`src/rtl/demux_router_if.sv`:
```
// Ingress handshake and dual FIFO write-side bundle for demux_router.
// The master drives words and back-pressure; the slave is the router.
interface demux_router_if #(
  parameter int BW    = 6,
  parameter int CNT_W = 8
);
  logic [BW-1:0]    data_in;
  logic             valid_in;
  logic             ready_out;
  logic             almost_full_0;
  logic             almost_full_1;
  logic             push_0;
  logic             push_1;
  logic [BW-1:0]    data_out_0;
  logic [BW-1:0]    data_out_1;
  logic [1:0]       state_out;
  logic [CNT_W-1:0] cnt_0;
  logic [CNT_W-1:0] cnt_1;

  modport master (
    output data_in, valid_in,
    output almost_full_0, almost_full_1,
    input  ready_out, push_0, push_1,
    input  data_out_0, data_out_1,
    input  state_out, cnt_0, cnt_1
  );

  modport slave (
    input  data_in, valid_in,
    input  almost_full_0, almost_full_1,
    output ready_out, push_0, push_1,
    output data_out_0, data_out_1,
    output state_out, cnt_0, cnt_1
  );
endinterface

```
`src/rtl/demux_router.sv`:
```
// One-entry hold buffer routing each word to FIFO 0 or 1 by its MSB.
// Sustains one word per cycle; back-pressure only from the target FIFO.
module demux_router #(
  parameter int BW    = 6,
  parameter int CNT_W = 8
) (
  input  logic      clk,
  input  logic      reset_L,
  demux_router_if.slave bus
);
  typedef enum logic [1:0] {
    IDLE  = 2'd0,
    HOLD  = 2'd1,
    STALL = 2'd2
  } state_t;

  state_t           r_state;
  state_t           w_next;
  logic [BW-1:0]    r_hold;
  logic             r_push_0;
  logic             r_push_1;
  logic [BW-1:0]    r_dout_0;
  logic [BW-1:0]    r_dout_1;
  logic [CNT_W-1:0] r_cnt_0;
  logic [CNT_W-1:0] r_cnt_1;

  logic w_full;
  logic w_dest;
  logic w_af;
  logic w_drain;
  logic w_ready;
  logic w_accept;

  // The hold register is full exactly when the FSM is not idle.
  assign w_full   = (r_state != IDLE);
  assign w_dest   = r_hold[BW-1];
  assign w_af     = w_dest ? bus.almost_full_1
                           : bus.almost_full_0;
  assign w_drain  = w_full & ~w_af;
  assign w_ready  = reset_L & (~w_full | w_drain);
  assign w_accept = bus.valid_in & w_ready;

  always_comb begin
    w_next = r_state;
    unique case (r_state)
      IDLE: begin
        if (w_accept) w_next = HOLD;
      end
      HOLD, STALL: begin
        if (w_drain)
          w_next = w_accept ? HOLD : IDLE;
        else
          w_next = STALL;
      end
      default: w_next = IDLE;
    endcase
  end

  always_ff @(posedge clk or negedge reset_L) begin
    if (!reset_L) begin
      r_state <= IDLE;
      r_hold  <= '0;
    end else begin
      r_state <= w_next;
      if (w_accept) r_hold <= bus.data_in;
    end
  end

  always_ff @(posedge clk or negedge reset_L) begin
    if (!reset_L) begin
      r_push_0 <= 1'b0;
      r_push_1 <= 1'b0;
      r_dout_0 <= '0;
      r_dout_1 <= '0;
      r_cnt_0  <= '0;
      r_cnt_1  <= '0;
    end else begin
      r_push_0 <= w_drain & ~w_dest;
      r_push_1 <= w_drain & w_dest;
      if (w_drain & ~w_dest) begin
        r_dout_0 <= r_hold;
        r_cnt_0  <= r_cnt_0 + 1'b1;
      end
      if (w_drain & w_dest) begin
        r_dout_1 <= r_hold;
        r_cnt_1  <= r_cnt_1 + 1'b1;
      end
    end
  end

  assign bus.ready_out  = w_ready;
  assign bus.push_0     = r_push_0;
  assign bus.push_1     = r_push_1;
  assign bus.data_out_0 = r_dout_0;
  assign bus.data_out_1 = r_dout_1;
  assign bus.state_out  = r_state;
  assign bus.cnt_0      = r_cnt_0;
  assign bus.cnt_1      = r_cnt_1;
endmodule

```
`src/flat_wrapper.sv`:
```
// flat-port wrapper written by rule: the top's interface ports become plain ports
module demux_router_flat 
#(
  parameter int BW    = 6,
  parameter int CNT_W = 8
)
  (clk, reset_L, bus_data_in, bus_valid_in, bus_almost_full_0, bus_almost_full_1, bus_ready_out, bus_push_0, bus_push_1, bus_data_out_0, bus_data_out_1, bus_state_out, bus_cnt_0, bus_cnt_1);
  demux_router_if #(.BW(BW), .CNT_W(CNT_W)) bus_i ();
  input  logic clk;
  input  logic reset_L;
  input wire logic [$bits(bus_i.data_in)-1:0] bus_data_in;
  input wire logic [$bits(bus_i.valid_in)-1:0] bus_valid_in;
  input wire logic [$bits(bus_i.almost_full_0)-1:0] bus_almost_full_0;
  input wire logic [$bits(bus_i.almost_full_1)-1:0] bus_almost_full_1;
  output wire logic [$bits(bus_i.ready_out)-1:0] bus_ready_out;
  output wire logic [$bits(bus_i.push_0)-1:0] bus_push_0;
  output wire logic [$bits(bus_i.push_1)-1:0] bus_push_1;
  output wire logic [$bits(bus_i.data_out_0)-1:0] bus_data_out_0;
  output wire logic [$bits(bus_i.data_out_1)-1:0] bus_data_out_1;
  output wire logic [$bits(bus_i.state_out)-1:0] bus_state_out;
  output wire logic [$bits(bus_i.cnt_0)-1:0] bus_cnt_0;
  output wire logic [$bits(bus_i.cnt_1)-1:0] bus_cnt_1;
  assign bus_i.data_in = bus_data_in;
  assign bus_i.valid_in = bus_valid_in;
  assign bus_i.almost_full_0 = bus_almost_full_0;
  assign bus_i.almost_full_1 = bus_almost_full_1;
  assign bus_ready_out = bus_i.ready_out;
  assign bus_push_0 = bus_i.push_0;
  assign bus_push_1 = bus_i.push_1;
  assign bus_data_out_0 = bus_i.data_out_0;
  assign bus_data_out_1 = bus_i.data_out_1;
  assign bus_state_out = bus_i.state_out;
  assign bus_cnt_0 = bus_i.cnt_0;
  assign bus_cnt_1 = bus_i.cnt_1;
  demux_router #(.BW(BW), .CNT_W(CNT_W)) u_core (.clk(clk), .reset_L(reset_L), .bus(bus_i));
endmodule
```
`config.mk`:
```
export PLATFORM = sky130hd
export DESIGN_NAME = demux_router_flat
export DESIGN_NICKNAME = d
export VERILOG_FILES = /design/src/rtl/demux_router_if.sv /design/src/rtl/demux_router.sv /design/src/flat_wrapper.sv
export SDC_FILE = /design/constraint.sdc
export NUM_CORES = 1
export LEC_CHECK = 0
export ABC_AREA = 0
export CORE_MARGIN = 2
export CORE_UTILIZATION = 33
export DETAILED_ROUTE_END_ITERATION = 8
export GPL_ROUTABILITY_DRIVEN = 0
export PLACE_DENSITY_LB_ADDON = 0.3
export SETUP_SLACK_MARGIN = 0.02
export SYNTH_ARGS = -nofsm -noshare
export SYNTH_HDL_FRONTEND = slang
export SYNTH_SLANG_ARGS = --single-unit
```
`constraint.sdc`:
```
create_clock -name clk -period 1.7 [get_ports clk]
set_input_delay 0.51 -clock clk [delete_from_list [all_inputs] [get_ports clk]]
set_output_delay 0.51 -clock clk [all_outputs]
set_load 0.01 [all_outputs]
```
==> results of run 1 <==
-- Yosys cell counts (all sizes together) --
| master | instances | share of area, % |
|---|---|---|
| nor3b | 1 | 1.1 |
| nand2b | 1 | 0.38 |
| mux2 | 18 | 12 |
| buf | 3 | 1.4 |
| o21a | 1 | 0.46 |
| nand4 | 6 | 4.1 |
| xnor2 | 12 | 7.3 |
| ha | 4 | 3.0 |
| and2 | 1 | 0.38 |
| nor3 | 1 | 0.99 |
| a2111oi | 1 | 0.53 |
| nor2b | 1 | 0.38 |
| a31o | 1 | 0.53 |
| inv | 2 | 0.46 |
| mux2i | 2 | 1.2 |
| dfrtp | 38 | 58 |
| or2 | 1 | 0.38 |
| and4 | 1 | 0.53 |
| nand2 | 4 | 0.91 |
| and3 | 3 | 1.1 |
| xor2 | 2 | 1.1 |
| o21bai | 1 | 1.1 |
| o2bb2ai | 1 | 0.53 |
| nand3 | 3 | 1.8 |
-- path summary, 6_finish.rpt --
path	end	start	slack [ns]	cells after the start
max	bus_ready_out	u_core.bus.state_out[0]	0.03	4
min	u_core.bus.push_1	reset_L	0.41	3
max reg2reg	u_core.bus.data_out_1[3]	u_core.bus.state_out[0]	0.08	6
min reg2reg	u_core.bus.cnt_0[7]	u_core.bus.cnt_0[7]	0.46	1
max in group asynchronous	u_core.bus.cnt_1[0]	reset_L	0.95	3
min in group clk	u_core.bus.cnt_0[7]	u_core.bus.cnt_0[7]	0.46	1
-- logic make-up after synthesis --
logic type	count (synthesis)	share of synthesized area [%]
xor+xnor	14	8.36
compound gates	5	3.19
mux	20	13.5
flops	38	57.8
buf+inv	5	1.90
fa+ha+maj	4	3.04
simple gates	23	12.2
-- metrics by stage --
stage	hold slack, ns	worst slack, ns
2_1_floorplan	0.214	-0.0137
3_3_place_gp	0.453	-0.565
3_5_place_dp	0.467	-0.612
4_1_cts	0.427	-0.0145
5_1_grt	0.447	-0.0573
6_report	0.406	0.0254
-- power by group through the flow --
stage                     Sequential [W]  Clock [W]  Combinational [W]
after floorplan                  0.00158          0           0.000681
after global placement           0.00143          0            0.00165
after detailed placement         0.00146          0            0.00171
after CTS                        0.00140   0.000595            0.00177
after global routing             0.00145   0.000629            0.00192
final                            0.00140   0.000564            0.00178
-- cell type report --
class / instances / area, sq um
clock buffer: 7 / 76.3
fill: 440 / 2280
inverter: 2 / 7.51
multi-input combinational: 66 / 702
sequential: 38 / 951
tap: 67 / 83.8
timing repair buffer: 70 / 656
-- critical path, delay by kind of cell (launching register included) --
family                     cells  cell delay, ns
buffers and inverters          2            0.19
AOI/OAI and AO/OA              1            0.16
DFF                            1            0.37
adders and majority gates      1            0.16
-- state kept, by name (all words and copies together) (netlist names) --
| register | count |
|---|---|
| u_core.bus.state_out | 2 |
| u_core.bus.data_out_0 | 6 |
| u_core.bus.push_1 | 1 |
| u_core.bus.push_0 | 1 |
| u_core.r_hold | 6 |
| u_core.bus.data_out_1 | 6 |
| u_core.bus.cnt_0 | 8 |
| u_core.bus.cnt_1 | 8 |
-- metal layers --
| layer | up-vias | track usage, % |
|---|---|---|
| met1 | 566 | 17.6 |
| met5 | - | 0 |
| met2 | 34 | 24.3 |
| li1 | 528 | - |
| met4 | 0 | 5.95 |
| met3 | 7 | 5.22 |
-- repair_timing --
item,CTS,global route
setup endpoints to repair,42,19
gates cloned,1,0
setup buffers,9,1
pin swaps,3,3
resized for setup,41,11
==> flow_summary_export.csv, run 1 <==
group,metric,value,unit
sta,period_share,98.5,%
drt,firstDrtPassIters,4,
cells_and_area,area_delta_synth_final,50.5,%
drt,viasPerCell,4.54,
sta,finalSetupViolCount,0,
grt,grt_first_pass_wirelength,5950,microns
power,intPower,0.00250,W
outcome,status,"finished clean",
sta,fin_tns_setup,0,ns
logic_synthesis,ys_types,29,
cts,cts-root-buf,"clkbuf_8",
place,place_inst,232,
setup_path,path_class,"reg -> out",
grt,antenna_found_initial,0,
setup_path,crit_chain,"inv_2 > ha_4 > o21a_1 > buf_2",
power,pwr-share-seq,37.5,%
logic_synthesis,post_synth.cell_area_avg,15.1,sq um
cells_and_area,final_core_util,52.1,%
cells_and_area,instances_no_fill,250,
cts,clock_latency,0.28,ns
grt,grt_pass1_vias,1214,
place,io_buffer_count,43,
power,swShare,33.2,%
drt,drc,0,
cells_and_area,final_common_cell,"dfrtp_1",
sta,hold_viol,0,
drt,drt_wl_total,3570,microns
die,pin_count,44,
drt,drtIter0Drc,44,
power,powerDensity,1510,mW/mm^2
drt,ant_nets,0,
cts,path_clk_slew,0.07,ns
drt,wl_met2,1730,microns
die,die_h,74.6,microns
cts,htreeDepth,2,
logic_synthesis,yosysWarnings,0,
cts,tritoncts,"yes",
sta,maxSlewViolCount,0,
grt,grt_overflow,0,
drt,dr_wl_met3,267,microns
power,combPwrFrac,47.4,%
job,drv_cap,0,
cts,numCtsBuffers,5,
power,p_leak,1.23,nW
cells_and_area,num_antenna_cells,0,
die,num_rows,25,
grt,grt_max_degree,39,
min_path,min_path_type,"in -> async",
logic_synthesis,syn_nets,124,
sta,worst_pin_slew,0.473,ns
die,die-width,74.6,microns
setup_path,arrival,1.16,ns
power,power.switching,0.00124,W
sta,rsz0062_at_grt,"true",
drt,wl_per_cell,14.3,microns
logic_synthesis,netlist_area,0.00165,sq mm
place,dpl_cell_area,0.00228,sq mm
logic_synthesis,ys_ff_latch,38,
power,p_total,0.00374,W
setup_path,slowest_delay,0.37,ns
die,fp.dieArea,0.00557,sq mm
setup_path,start_kind,"register",
cts,ctsHoldBuffers,0,
cells_and_area,drive_gt1_share,36.6,%
drt,maxUsedRoutingLayer,"met4",
logic_synthesis,syn_inst,109,
power,p_clk_share,15.1,%
setup_path,cpMaxStageDelayCell,"dfrtp_1",
sta,min_period,1.67,ns
sta,fin_skew,0.00338,ns
sta,slew_headroom,67.7,%
setup_path,crit_fanout,2,
sta,fmax,0.597,GHz
drt,wl_met1,1520,microns
power,ir_worst_vdd,0.661,mV
setup_path,cp-end-kind,"output pin",
grt,grtUsageTotal,14.7,%
place,hpwl,2380,microns
setup_path,required,1.19,ns
cells_and_area,nets,198,
die,start_util,34.6,%
cts,cts.path.max_buffers,2,
die,core_region_area,0.00475,sq mm
logic_synthesis,synth_seq_area_share,57.8,%
cells_and_area,post-route-cell-area,0.00248,sq mm
drt,via_count,1135,
cells_and_area,final_cell_mix,"dfrtp_1, dlygate4sd2_1, buf_4",
cts,cts_sinks,38,
No activity file was read; power rests on OpenSTA's default activity.
==> run 2, diff against run 1 <==
--- a/config.mk
+++ b/config.mk
@@ -9,9 +9,9 @@
 export CORE_MARGIN = 2
 export CORE_UTILIZATION = 33
 export DETAILED_ROUTE_END_ITERATION = 8
-export GPL_ROUTABILITY_DRIVEN = 0
 export PLACE_DENSITY_LB_ADDON = 0.3
 export SETUP_SLACK_MARGIN = 0.02
+export SKIP_CTS_REPAIR_TIMING = 1
 export SYNTH_ARGS = -nofsm -noshare
 export SYNTH_HDL_FRONTEND = slang
 export SYNTH_SLANG_ARGS = --single-unit
==> flow_summary_export.csv, run 2 (synthesis gave the netlist of run 1 again) <==
group,metric,value,unit
setup_path,slowest_delay,0.37,ns
cells_and_area,num_antenna_cells,0,
cells_and_area,drive_gt1_share,37.8,%
power,p_leak,1.53,nW
outcome,status,"finished clean",
cts,clock_latency,0.28,ns
setup_path,start_kind,"register",
drt,wl_per_cell,14.3,microns
grt,grt_pass1_vias,1204,
setup_path,path_buf_inv,1,
setup_path,path_delay_family,"flip-flops",
die,start_util,34.6,%
drt,via_count,1142,
setup_path,cpMaxStageDelayCell,"dfrtp_1",
cells_and_area,final_cell_mix,"dfrtp_1, dlymetal6s2s_1, buf_4",
grt,grt_first_pass_wirelength,5680,microns
cts,cts_sinks,38,
setup_path,cp-end-kind,"output pin",
sta,worst_pin_slew,0.478,ns
setup_path,arrival,1.16,ns
drt,firstDrtPassIters,3,
place,io_buffer_count,43,
cts,cts.path.max_buffers,2,
setup_path,crit_fanout,2,
setup_path,path_class,"reg -> out",
setup_path,reg2reg_depth,7,
sta,min_period,1.67,ns
job,drv_cap,0,
place,dpl_cell_area,0.00228,sq mm
sta,period_share,98.4,%
sta,hold_viol,0,
sta,finalSetupViolCount,0,
setup_path,r2r_end,"u_core.bus.data_out_1[4]",
drt,viasPerCell,4.53,
setup_path,r2r_start,"u_core.bus.state_out[0]",
setup_path,required,1.19,ns
setup_path,crit_chain,"mux2i_1 > o21a_1 > buf_2",
die,die_h,74.6,microns
place,routabilityCongestion,0.757,
die,die-width,74.6,microns
grt,grtUsageTotal,14.0,%
cts,htreeDepth,2,
cts,path_clk_slew,0.07,ns
sta,layout_setup_ws,0.0275,ns
cts,tritoncts,"yes",
grt,antenna_found_initial,0,
drt,drtIter0Drc,36,
drt,drt_wl_total,3600,microns
place,hpwl,2380,microns
sta,fmax,0.598,GHz
grt,grt_max_degree,39,
drt,drc,0,
sta,maxSlewViolCount,0,
cts,cts-root-buf,"clkbuf_8",
die,pin_count,44,
power,ir_worst_vdd,0.785,mV
cells_and_area,fill_cells,409,
die,fp.dieArea,0.00557,sq mm
die,core_region_area,0.00475,sq mm
min_path,min_path_type,"in -> async",
power,powerDensity,1480,mW/mm^2
die,num_rows,25,
cells_and_area,final_common_cell,"dfrtp_1",
cells_and_area,nets,200,
sta,fin_skew,0.00440,ns
cells_and_area,post-route-cell-area,0.00258,sq mm
sta,rsz0062_at_grt,"true",
place,dp_slack,-0.612,ns
grt,grt_overflow,0,
cts,numCtsBuffers,5,
sta,slew_headroom,68.1,%
setup_path,r2r_slack,0.06,ns
drt,ant_nets,0,
cells_and_area,area_delta_synth_final,56.7,%
## run 2: changes by cell type in the layout (fill, tap and decap cells not counted), moves of 2 or more
cell	change
buf_4	+4
clkdlybuf4s15_1	-2
dlygate4sd2_1	-30
dlymetal6s2s_1	+32
mux2_2	+5
mux2_4	-5
## run 2: metal layers
metal,vias to the layer above,part of all wire (%),track usage [%]
met3,7,7.0,5.22
met2,32,51,23.1
li1,536,-,-
met1,567,41,16.3
met5,-,0,0
met4,0,1.6,5.95
## run 2: power breakdown
part,internal [W],total [W],switching (W)
registers,0.00122,0.00141,0.000192
clock network,0.000282,0.000562,0.000280
logic,0.00107,0.00184,0.000770
total,0.00258,0.00382,0.00124
## run 2: worst max-delay path by stage
stage                       startpoint                   to  slack, ns  cells after the start
2_1_floorplan  u_core.bus.state_out[0]  u_core.bus.cnt_1[1]      -0.01                      6
3_3_place_gp         bus_almost_full_1        bus_ready_out      -0.57                      4
3_5_place_dp         bus_almost_full_1        bus_ready_out      -0.61                      4
4_1_cts              bus_almost_full_1        bus_ready_out      -0.62                      4
5_1_grt               u_core.r_hold[5]        bus_ready_out      -0.05                      3
6_report              u_core.r_hold[5]        bus_ready_out       0.03                      3
## run 2: cell type report
| type | instances | area [sq um] | share of cell area (%) |
|---|---|---|---|
| sequential | 38 | 951 | 36.9 |
| timing repair buffer | 72 | 769 | 29.9 |
| multi-input combinational | 66 | 689 | 26.7 |
| tap | 67 | 83.8 | 3.25 |
| clock buffer | 7 | 76.3 | 2.96 |
| inverter | 2 | 7.51 | 0.291 |
## run 2: metrics by stage
stage | instances | setup TNS, ns | utilization [%] | hold WS, ns | total power (W)
final | 252 | 0 | 54.2 | 0.399 | 0.00382
after global routing | 252 | -0.0450 | 54.2 | 0.447 | 0.00407
after CTS | 239 | -1.83 | 49.6 | 0.427 | 0.00375
after detailed placement | 232 | -7.47 | 48.0 | 0.467 | 0.00316
after global placement | 232 | -6.48 | 48.0 | 0.453 | 0.00308
after floorplan | 109 | -0.0137 | - | 0.214 | 0.00226
## run 2: worst min-delay path, delay by kind of cell
family                 cells  cell delay [ns]
buffers and inverters      3             0.61
==> run 3, diff against run 2 <==
--- a/config.mk
+++ b/config.mk
@@ -7,7 +7,7 @@
 export LEC_CHECK = 0
 export ABC_AREA = 0
 export CORE_MARGIN = 2
-export CORE_UTILIZATION = 33
+export CORE_UTILIZATION = 43
 export DETAILED_ROUTE_END_ITERATION = 8
 export PLACE_DENSITY_LB_ADDON = 0.3
 export SETUP_SLACK_MARGIN = 0.02
==> flow_summary_export.csv, run 3 (synthesis gave the netlist of run 1 again) <==
group,metric,value,unit
setup_path,crit_fanout,2,
power,powerDensity,1520,mW/mm^2
sta,hold_ws,0.406,ns
grt,grt_overflow,0,
cells_and_area,num_antenna_cells,0,
setup_path,crit_chain,"mux2i_2 > o21a_1 > buf_2",
cts,clock_latency,0.28,ns
sta,min_period,1.71,ns
die,die_h,65.9,microns
cts,tritoncts,"yes",
cts,cts-root-buf,"clkbuf_8",
setup_path,path_buf_inv,1,
cells_and_area,final_common_cell,"dfrtp_1",
cells_and_area,nets,199,
min_path,min_path_type,"in -> async",
grt,grt_max_degree,39,
drt,wl_per_cell,14.9,microns
job,drv_cap,0,
die,die-width,65.9,microns
cts,path_clk_slew,0.07,ns
sta,worst_pin_slew,0.460,ns
grt,grtUsageTotal,16.6,%
place,dpl_cell_area,0.00227,sq mm
cells_and_area,post-route-cell-area,0.00258,sq mm
drt,drc,0,
drt,drt_wl_total,3470,microns
setup_path,arrival,1.20,ns
die,fp.dieArea,0.00434,sq mm
setup_path,path_class,"reg -> out",
grt,grt_first_pass_wirelength,5410,microns
setup_path,path_delay_family,"flip-flops",
sta,maxSlewViolCount,0,
sta,layout_setup_ws,-0.0131,ns
grt,antenna_found_initial,0,
sta,finalSetupViolCount,1,
die,pin_count,44,
die,num_rows,22,
setup_path,cpMaxStageDelayCell,"dfrtp_1",
cts,cts_sinks,38,
sta,hold_viol,0,
die,start_util,44.9,%
sta,period_share,101,%
die,core_region_area,0.00366,sq mm
cts,cts.path.max_buffers,2,
sta,slew_headroom,69.3,%
outcome,status,"finished with violations",
setup_path,slowest_delay,0.38,ns
sta,rsz0062_at_grt,"true",
place,routabilityCongestion,0.739,
cells_and_area,drive_gt1_share,38.9,%
cells_and_area,final_cell_mix,"dfrtp_1, dlymetal6s2s_1, buf_4",
sta,fin_skew,0.00624,ns
place,io_buffer_count,43,
cells_and_area,instances_no_fill,233,
cells_and_area,area_delta_synth_final,56.8,%
setup_path,start_kind,"register",
drt,drtIter0Drc,34,
drt,firstDrtPassIters,4,
place,place_inst,214,
sta,fmax,0.584,GHz
drt,via_count,1130,
drt,ant_nets,0,
drt,viasPerCell,4.85,
power,p_leak,1.53,nW
power,ir_worst_vdd,1.04,mV
setup_path,required,1.19,ns
outcome,violations,"setup timing",
cts,numCtsBuffers,5,
setup_path,cp-end-kind,"output pin",
grt,grt_pass1_vias,1168,
place,hpwl,2330,microns
cts,htreeDepth,2,
## run 3: layout make-up
type	instances	area, sq um
Fill cell	268	1080
Multi-Input combinational cell	66	683
Tap cell	48	60.1
Clock buffer	8	110
Timing Repair Buffer	71	767
Sequential cell	38	952
Inverter	2	7.51
## run 3: worst reg2reg max path, cell delays in order, from the launching register on
cell	delay, ns
dfrtp_1	0.36
inv_1	0.07
ha_4	0.17
buf_6	0.13
nor3b_4	0.30
buf_12	0.18
mux2_2	0.33
## run 3: per-stage QoR
step	util [%]	TNS, ns	total power (W)	setup WS, ns
after floorplan	-	-0.0137	0.00226	-0.0137
after global placement	61.9	-6.51	0.00307	-0.564
after detailed placement	61.9	-7.50	0.00313	-0.640
after CTS	64.9	-1.97	0.00386	-0.648
final	70.5	-0.0131	0.00393	-0.0131
after global routing	70.5	-0.0979	0.00419	-0.0677
## run 3: power breakdown
| part | internal (W) | switching [W] |
|---|---|---|
| clock | 0.000409 | 0.000299 |
| combinational | 0.00107 | 0.000721 |
| sequential | 0.00122 | 0.000212 |
## run 3: worst paths after layout
kind | startpoint | endpoint | slack (ns) | cells after the start
worst max-delay path | u_core.r_hold[5] | bus_ready_out | -0.01 | 3
worst min-delay path | reset_L | u_core.bus.data_out_1[1] | 0.41 | 3
worst max register to register | u_core.bus.state_out[1] | u_core.bus.data_out_1[2] | 0.06 | 6
worst min register to register | u_core.bus.data_out_1[5] | u_core.bus.data_out_1[5] | 0.47 | 1
max in group asynchronous | reset_L | u_core.bus.cnt_0[2] | 0.94 | 3
min in group clk | u_core.bus.data_out_1[5] | u_core.bus.data_out_1[5] | 0.47 | 1
## run 3: routing by layer
layer | global-route usage [%] | vias up | share of wire, %
met3 | 4.77 | 4 | 4.0
li1 | - | 534 | -
met5 | 0 | - | 0
met4 | 4.69 | 0 | 0.69
met2 | 28.0 | 25 | 54
met1 | 20.8 | 567 | 41
